===== src/rtl/cdec_pkg.sv =====
// cdec_pkg: shared definitions for the CPU debug/run-control slice.
//   - CPU state codes reported by the core on its 8-bit 'state' bus
//   - run_controller FSM encoding
//   - helper mapping the controller FSM onto the 2-bit status code
package cdec_pkg;

   // CPU micro-state codes (fetch phases, memory phase, halt)
   localparam logic [7:0] state_F0  = 8'h00;
   localparam logic [7:0] state_F1  = 8'h01;
   localparam logic [7:0] state_F2  = 8'h02;
   localparam logic [7:0] state_M0  = 8'h03;
   localparam logic [7:0] state_M1  = 8'h04;
   localparam logic [7:0] state_HLT = 8'hFF;

   // Run-controller FSM
   typedef enum logic [2:0] {
      RC_IDLE   = 3'd0,
      RC_RUN    = 3'd1,
      RC_STEP   = 3'd2,
      RC_MEMACC = 3'd3,
      RC_HALTED = 3'd4
   } rc_state_e;

   // Externally visible status codes
   localparam logic [1:0] STATUS_IDLE   = 2'd0;
   localparam logic [1:0] STATUS_RUN    = 2'd1;
   localparam logic [1:0] STATUS_STEP   = 2'd2;
   localparam logic [1:0] STATUS_HALTED = 2'd3;

   // MEMACC is transparent to the monitor: report the state it returns to.
   function automatic logic [1:0] rc_status(input rc_state_e cur, input rc_state_e ret);
      rc_state_e eff;
      eff = (cur == RC_MEMACC) ? ret : cur;
      case (eff)
         RC_RUN:    rc_status = STATUS_RUN;
         RC_STEP:   rc_status = STATUS_STEP;
         RC_HALTED: rc_status = STATUS_HALTED;
         default:   rc_status = STATUS_IDLE;
      endcase
   endfunction

endpackage


===== src/rtl/mem_port_mux.sv =====
// mem_port_mux: combinational selection of the shared memory port.
//   sel_mon_i      1 = monitor owns the port (MEMACC), 0 = CPU owns it
//   cpu_en_i       CPU clock enable; CPU writes are gated by it
//   mon_*_i        monitor request (addr, we, wdata)
//   cpu_*_i        CPU request (addr, we, wdata)
//   mem_*_o        memory port outputs
module mem_port_mux (
   input  logic       sel_mon_i,
   input  logic       cpu_en_i,
   input  logic [7:0] mon_addr_i,
   input  logic       mon_we_i,
   input  logic [7:0] mon_wdata_i,
   input  logic [7:0] cpu_addr_i,
   input  logic       cpu_we_i,
   input  logic [7:0] cpu_wdata_i,
   output logic [7:0] mem_addr_o,
   output logic       mem_we_o,
   output logic [7:0] mem_wdata_o
);

   // Port ownership; a frozen CPU can never write memory.
   always_comb begin
      if (sel_mon_i) begin
         mem_addr_o  = mon_addr_i;
         mem_we_o    = mon_we_i;
         mem_wdata_o = mon_wdata_i;
      end else begin
         mem_addr_o  = cpu_addr_i;
         mem_we_o    = cpu_we_i & cpu_en_i;
         mem_wdata_o = cpu_wdata_i;
      end
   end

endmodule


===== src/rtl/run_controller.sv =====
// run_controller: debug run control for a small CPU.
//   clk, reset                 clock, asynchronous active-high reset
//   run_req/step_req/halt_req  single-cycle monitor commands
//   bp_en, bp_addr             PC breakpoint
//   pc, state                  CPU program counter and micro-state code
//   mon_req/addr/we/wdata      monitor memory request, held until mon_ack
//   mon_ack, mon_rdata         one-cycle completion pulse and read data
//   cpu_mem_*                  CPU memory port
//   mem_*                      shared combinational-read memory port
//   cpu_en                     CPU state/register clock enable
//   status                     0 IDLE, 1 RUN, 2 STEP, 3 HALTED
module run_controller
   import cdec_pkg::*;
(
   input  logic       clk,
   input  logic       reset,
   input  logic       run_req,
   input  logic       step_req,
   input  logic       halt_req,
   input  logic       bp_en,
   input  logic [7:0] bp_addr,
   input  logic [7:0] pc,
   input  logic [7:0] state,
   input  logic       mon_req,
   input  logic [7:0] mon_addr,
   input  logic       mon_we,
   input  logic [7:0] mon_wdata,
   output logic       mon_ack,
   output logic [7:0] mon_rdata,
   input  logic [7:0] cpu_mem_addr,
   input  logic       cpu_mem_we,
   input  logic [7:0] cpu_mem_wdata,
   output logic [7:0] mem_addr,
   output logic       mem_we,
   output logic [7:0] mem_wdata,
   input  logic [7:0] mem_rdata,
   output logic       cpu_en,
   output logic [1:0] status
);

   rc_state_e  fsm_q, fsm_d;
   rc_state_e  ret_q, ret_d;
   logic       first_q, first_d;
   logic       halt_pend_q, halt_pend_d;
   logic       mon_ack_q, mon_ack_d;
   logic [7:0] mon_rdata_q, mon_rdata_d;
   logic       cpu_en_s;
   logic       boundary_s;
   logic       hlt_s;
   logic       bp_hit_s;
   logic       grant_s;

   assign boundary_s = (state == state_F0);
   assign hlt_s      = (state == state_HLT);
   assign bp_hit_s   = bp_en && (pc == bp_addr);
   // No regrant while the previous access is still being acknowledged.
   assign grant_s    = mon_req && !mon_ack_q;

   // Next-state, flag and clock-enable logic.
   always_comb begin
      fsm_d       = fsm_q;
      ret_d       = ret_q;
      first_d     = first_q;
      halt_pend_d = halt_pend_q;
      cpu_en_s    = 1'b0;
      case (fsm_q)
         RC_IDLE: begin
            if (grant_s) begin
               fsm_d = RC_MEMACC;
               ret_d = RC_IDLE;
            end else if (step_req) begin
               // step wins over a simultaneous run
               fsm_d   = RC_STEP;
               first_d = 1'b1;
            end else if (run_req) begin
               fsm_d   = RC_RUN;
               first_d = 1'b1;
            end else begin
               fsm_d = RC_IDLE;
            end
         end
         RC_RUN, RC_STEP: begin
            if (halt_req) begin
               halt_pend_d = 1'b1;
            end else begin
               halt_pend_d = halt_pend_q;
            end
            if (hlt_s) begin
               fsm_d = RC_HALTED;
            end else if (boundary_s && !first_q &&
                         ((fsm_q == RC_STEP) || halt_pend_q || bp_hit_s)) begin
               // first suppresses the boundary we resumed from
               fsm_d       = RC_IDLE;
               halt_pend_d = 1'b0;
            end else begin
               cpu_en_s = 1'b1;
               first_d  = 1'b0;
            end
         end
         RC_MEMACC: begin
            fsm_d = ret_q;
         end
         RC_HALTED: begin
            if (grant_s) begin
               fsm_d = RC_MEMACC;
               ret_d = RC_HALTED;
            end else begin
               fsm_d = RC_HALTED;
            end
         end
         default: begin
            fsm_d = RC_IDLE;
            ret_d = RC_IDLE;
         end
      endcase
   end

   // Monitor completion: capture read data at the end of MEMACC, ack next cycle.
   always_comb begin
      if (fsm_q == RC_MEMACC) begin
         mon_ack_d   = 1'b1;
         mon_rdata_d = mem_rdata;
      end else begin
         mon_ack_d   = 1'b0;
         mon_rdata_d = mon_rdata_q;
      end
   end

   // State registers.
   always_ff @(posedge clk or posedge reset) begin
      if (reset) begin
         fsm_q       <= RC_IDLE;
         ret_q       <= RC_IDLE;
         first_q     <= 1'b0;
         halt_pend_q <= 1'b0;
         mon_ack_q   <= 1'b0;
         mon_rdata_q <= 8'h00;
      end else begin
         fsm_q       <= fsm_d;
         ret_q       <= ret_d;
         first_q     <= first_d;
         halt_pend_q <= halt_pend_d;
         mon_ack_q   <= mon_ack_d;
         mon_rdata_q <= mon_rdata_d;
      end
   end

   // cpu_en must drop in the boundary cycle itself, so it is decoded
   // from the state register and the live CPU state rather than registered.
   assign cpu_en    = cpu_en_s;
   assign mon_ack   = mon_ack_q;
   assign mon_rdata = mon_rdata_q;
   assign status    = rc_status(fsm_q, ret_q);

   mem_port_mux u_mem_port_mux (
      .sel_mon_i   (fsm_q == RC_MEMACC),
      .cpu_en_i    (cpu_en_s),
      .mon_addr_i  (mon_addr),
      .mon_we_i    (mon_we),
      .mon_wdata_i (mon_wdata),
      .cpu_addr_i  (cpu_mem_addr),
      .cpu_we_i    (cpu_mem_we),
      .cpu_wdata_i (cpu_mem_wdata),
      .mem_addr_o  (mem_addr),
      .mem_we_o    (mem_we),
      .mem_wdata_o (mem_wdata)
   );

endmodule


===== config.mk =====
export PLATFORM = sky130hd
export DESIGN_NAME = run_controller
export DESIGN_NICKNAME = d
export VERILOG_FILES = /design/src/rtl/cdec_pkg.sv /design/src/rtl/mem_port_mux.sv /design/src/rtl/run_controller.sv
export SDC_FILE = /design/constraint.sdc
export NUM_CORES = 1
export LEC_CHECK = 0
export CORE_UTILIZATION = 25
export CTS_BUF_LIST = sky130_fd_sc_hd__clkbuf_8
export CTS_CLUSTER_SIZE = 25
export DETAILED_ROUTE_END_ITERATION = 10
export GPL_TIMING_DRIVEN = 0
export PLACE_DENSITY = 0.68
export SLEW_MARGIN = 20
export SYNTH_ARGS = -nofsm -noshare
export SYNTH_HDL_FRONTEND = slang
export SYNTH_SLANG_ARGS = --single-unit

===== constraint.sdc =====
create_clock -name clk -period 2.8 [get_ports clk]
set_input_delay 0.56 -clock clk [delete_from_list [all_inputs] [get_ports clk]]
set_output_delay 0.56 -clock clk [all_outputs]
set_load 0.005 [all_outputs]

==> flow_metrics.tcl <==
set metrics [dict create \
    run_status "finished clean" \
    clock_sinks 15 \
    post-dp-hpwl_mm 3.12 \
    grt_antenna_before_repair 0 \
    regToRegStartpoint "fsm_q[1]" \
    final_layout_size_suffix_gt1_frac 0.100 \
    place.gp.congestion 0.851 \
    timing.final.crit_period_ps 2700 \
    synth-edff-count 0 \
    synth.top_cells.by_area "dfrtp_1 (35%), nand2_1 (27%), xnor2_1 (6.4%)" \
    post_synth.cell_area_avg_sq_um 6.88 \
    tightest_slew_margin_relative_to_the_limit 0.625 \
    setup.reg_to_reg.worst_slack_ps 1000 \
    postRouteAntennaNets 0 \
    grt-ovfl-total 0 \
    finalHoldViolCount 0 \
    vias_per_cell 4.49 \
    layout_setup_ws_ps 102 \
    fp.coreArea_sq_mm 0.00409 \
    worst_slew_pin_slew_ps 562 \
    maxClockFrequency_mhz 371 \
    reg_to_reg_critical_path_endpoint "fsm_q[0]" \
    htree_num_levels 1 \
    ioPinCount 102 \
    critical_path.cell_chain "clkdlybuf4s50_1 -> nor2_2 -> nand3_2 -> nor4_4 -> or2_4 -> buf_4 -> nor2_1 -> clkdlybuf4s15_1" \
    cp_num_cells 8 \
    track_usage 0.171 \
    intPower_mw 1.05 \
    synth_nets 231 \
    clock_path_buffers 2 \
    placement.cell_area_sq_mm 0.00216 \
    die_area_sq_mm 0.00462 \
    worst_ir_drop_vdd_uv 671 \
    vias_post_dr 1431 \
    dr.pass1.iters 4 \
    postLayoutCellArea_sq_mm 0.00230 \
    worst_case_clock_skew_ps 1.74 \
    worstSetupStartpointType "input port" \
    maxSlewViolCount 0 \
    worstPathBufferInverterCount 3 \
    power_per_cell_area_mw_per_mm2 725 \
    synthMostInstantiatedCell "nand2_1" \
    final.period_utilization 0.964 \
    post_synth_instance_area_sq_mm 0.00109 \
    synth_warnings 0 \
    initial_core_utilization 0.266 \
    synth_largest_type_area_fraction 0.345 \
    synth_commonest_cells "nand2_1 (79), dfrtp_1 (15), nor2_1 (12)" \
    fillers 401 \
    drt_drc_violations_left 0 \
    cts_tree "done" \
    finish.cell_count_without_fillers 319 \
    synth_sequential_area_ratio 0.345 \
    insertedDiodeCount 0 \
    critical_path.max_fanout 2 \
    power.share.clock 0.100 \
    clk_root_buffer_cell "clkbuf_8" \
    arrival_ps 2140 \
    final_nets 343 \
    sw_frac_of_total 0.372 \
    r2r_cells 8 \
    detailed_route_wire_length_mm 3.88 \
    path_clk_slew_ps 60 \
    port_buffers 101 \
    via_count_of_the_first_global_routing_pass 1382 \
    critical_path.slowest_cell "clkdlybuf4s50_1" \
    seq_power_share 0.230 \
    num_rows 23 \
    routedWlPerCell_um 12.2 \
    static-leakage-power_nw 1.04 \
    synth-main-ff-cell "dfrtp_1" \
    unrepaired_setup_endpoints_after_global_routing "true" \
    post-place-cells 309 \
    cts_inserted_buffers 3 \
    utilization 0.563 \
    number_of_buffers_added_to_fix_hold_violations_after_cts 0 \
    max_cap_viol_count 0 \
    worstSetupEndpointType "output pin" \
    timing.hold.worst.class "reg2reg" \
    power.net_switching_mw 0.621 \
    crit_path_largest_cell_delay_ps 440 \
    cp.required_ps 2240 \
    yosysTopAreaCell "dfrtp_1" \
    yosys.cell_types.count 29 \
    hp-start "mon_rdata[7]" \
    ys_seq_elements 15 \
    detailedPlace.worstSlack_ps -328 \
    instance_count_of_the_mapped_netlist 158 \
    initialDrtViolationCount 29 \
    maximum_number_of_pins_on_one_net_before_global_route_repair 16 \
    die_height_um 68.0 \
    setup_violations 0 \
    postSynth.asyncResetShare 1.00 \
    syn_to_final_growth_pct 112 \
    tns_ps 0 \
    die_w_um 68.0 \
    grt_first_pass_wirelength_mm 6.13 \
    timing.hold.worst_path_depth 2 \
    worst-setup-path-type "in2out" \
    clock_latency_ps 240 \
    critical-path-top-delay-family "simple AND/OR/NAND/NOR gates" \
    worst_hold_path.endpoint "mon_rdata[7]" \
    share_comb_of_total_power 0.670 \
]
worst min-delay path: stages (launching register included):
cell and delay [ps]:
dfrtp_1 340, nand2_1 50, nand2_1 60
placed cells by master (no fill, tap or decap), types with 3 or more instances in the layout:
| cell | Yosys | final |
|---|---|---|
| a21oi_1 | 3 | 3 |
| buf_4 | 0 | 6 |
| clkbuf_8 | 0 | 3 |
| clkdlybuf4s50_1 | 0 | 93 |
| dfrtp_1 | 15 | 15 |
| dlygate4sd2_1 | 0 | 4 |
| inv_1 | 2 | 3 |
| nand2_1 | 79 | 79 |
| nand4_1 | 3 | 3 |
| nor2_1 | 12 | 11 |
| o31ai_1 | 3 | 3 |
| xnor2_1 | 8 | 8 |
cells by family after synthesis:
kind of cell | count (synthesis) | synth area share
xor gates and xnor gates | 9 | 0.0725
and+or+nand+nor | 107 | 0.433
DFF | 15 | 0.345
buffers and inverters | 10 | 0.0449
AOI/OAI and AO/OA | 17 | 0.105
per-layer routing:
layer | vias up | global-route usage | share of wire | routed length [um]
met4 | 0 | 0.0260 | 0.012 | 47
met1 | 657 | 0.213 | 0.43 | 1660
met5 | - | 0 | 0 | 0
li1 | 739 | - | - | -
met2 | 31 | 0.301 | 0.52 | 2030
met3 | 4 | 0.0383 | 0.038 | 146
what timing repair did:
item                                    4_1_cts  5_1_grt
pin swaps                                     6        5
buffers inserted                              3        3
resized for setup                            12       10
endpoints found under the setup margin        2       17
sequential cells by signal, summed over array words and instances, names as in the netlist:
signal       count
first_q          1
fsm_q            3
halt_pend_q      1
mon_ack          1
mon_rdata        8
ret_q            1
power by group through the flow:
stage | Combinational (mW) | Sequential [mW] | Clock, mW
6_report | 1.12 | 0.383 | 0.167
5_1_grt | 1.24 | 0.396 | 0.183
4_1_cts | 1.09 | 0.379 | 0.171
3_5_place_dp | 1.05 | 0.380 | 0
3_3_place_gp | 1.04 | 0.380 | 0
2_1_floorplan | 0.487 | 0.375 | 0
cell type report:
cell class	count	area (sq um)	share of cell area
buffer	6	38.8	0.0169
multi-input combinational	133	713	0.310
tap	50	62.6	0.0272
sequential	15	375	0.163
inverter	4	15.0	0.00653
clock buffer	3	41.3	0.0179
timing repair buffer	107	1050	0.457
clock inverter	1	3.75	0.00163
how the worst max path moves through the flow:
stage                         from          end  slack (ps)
after global placement    state[2]       mem_we        -280
final                     state[7]       cpu_en         100
after detailed placement  state[2]       mem_we        -330
after global routing      state[2]       cpu_en          -4
after CTS                 fsm_q[2]  mem_addr[1]          20
after floorplan           state[2]       mem_we         740
through the flow:
stage,hold slack (ps),power [mW]
detailed placement,470,1.43
global placement,461,1.42
global route,496,1.82
floorplan,461,0.863
CTS,483,1.64
finish,475,1.67
No activity file was read; power rests on OpenSTA's default activity.
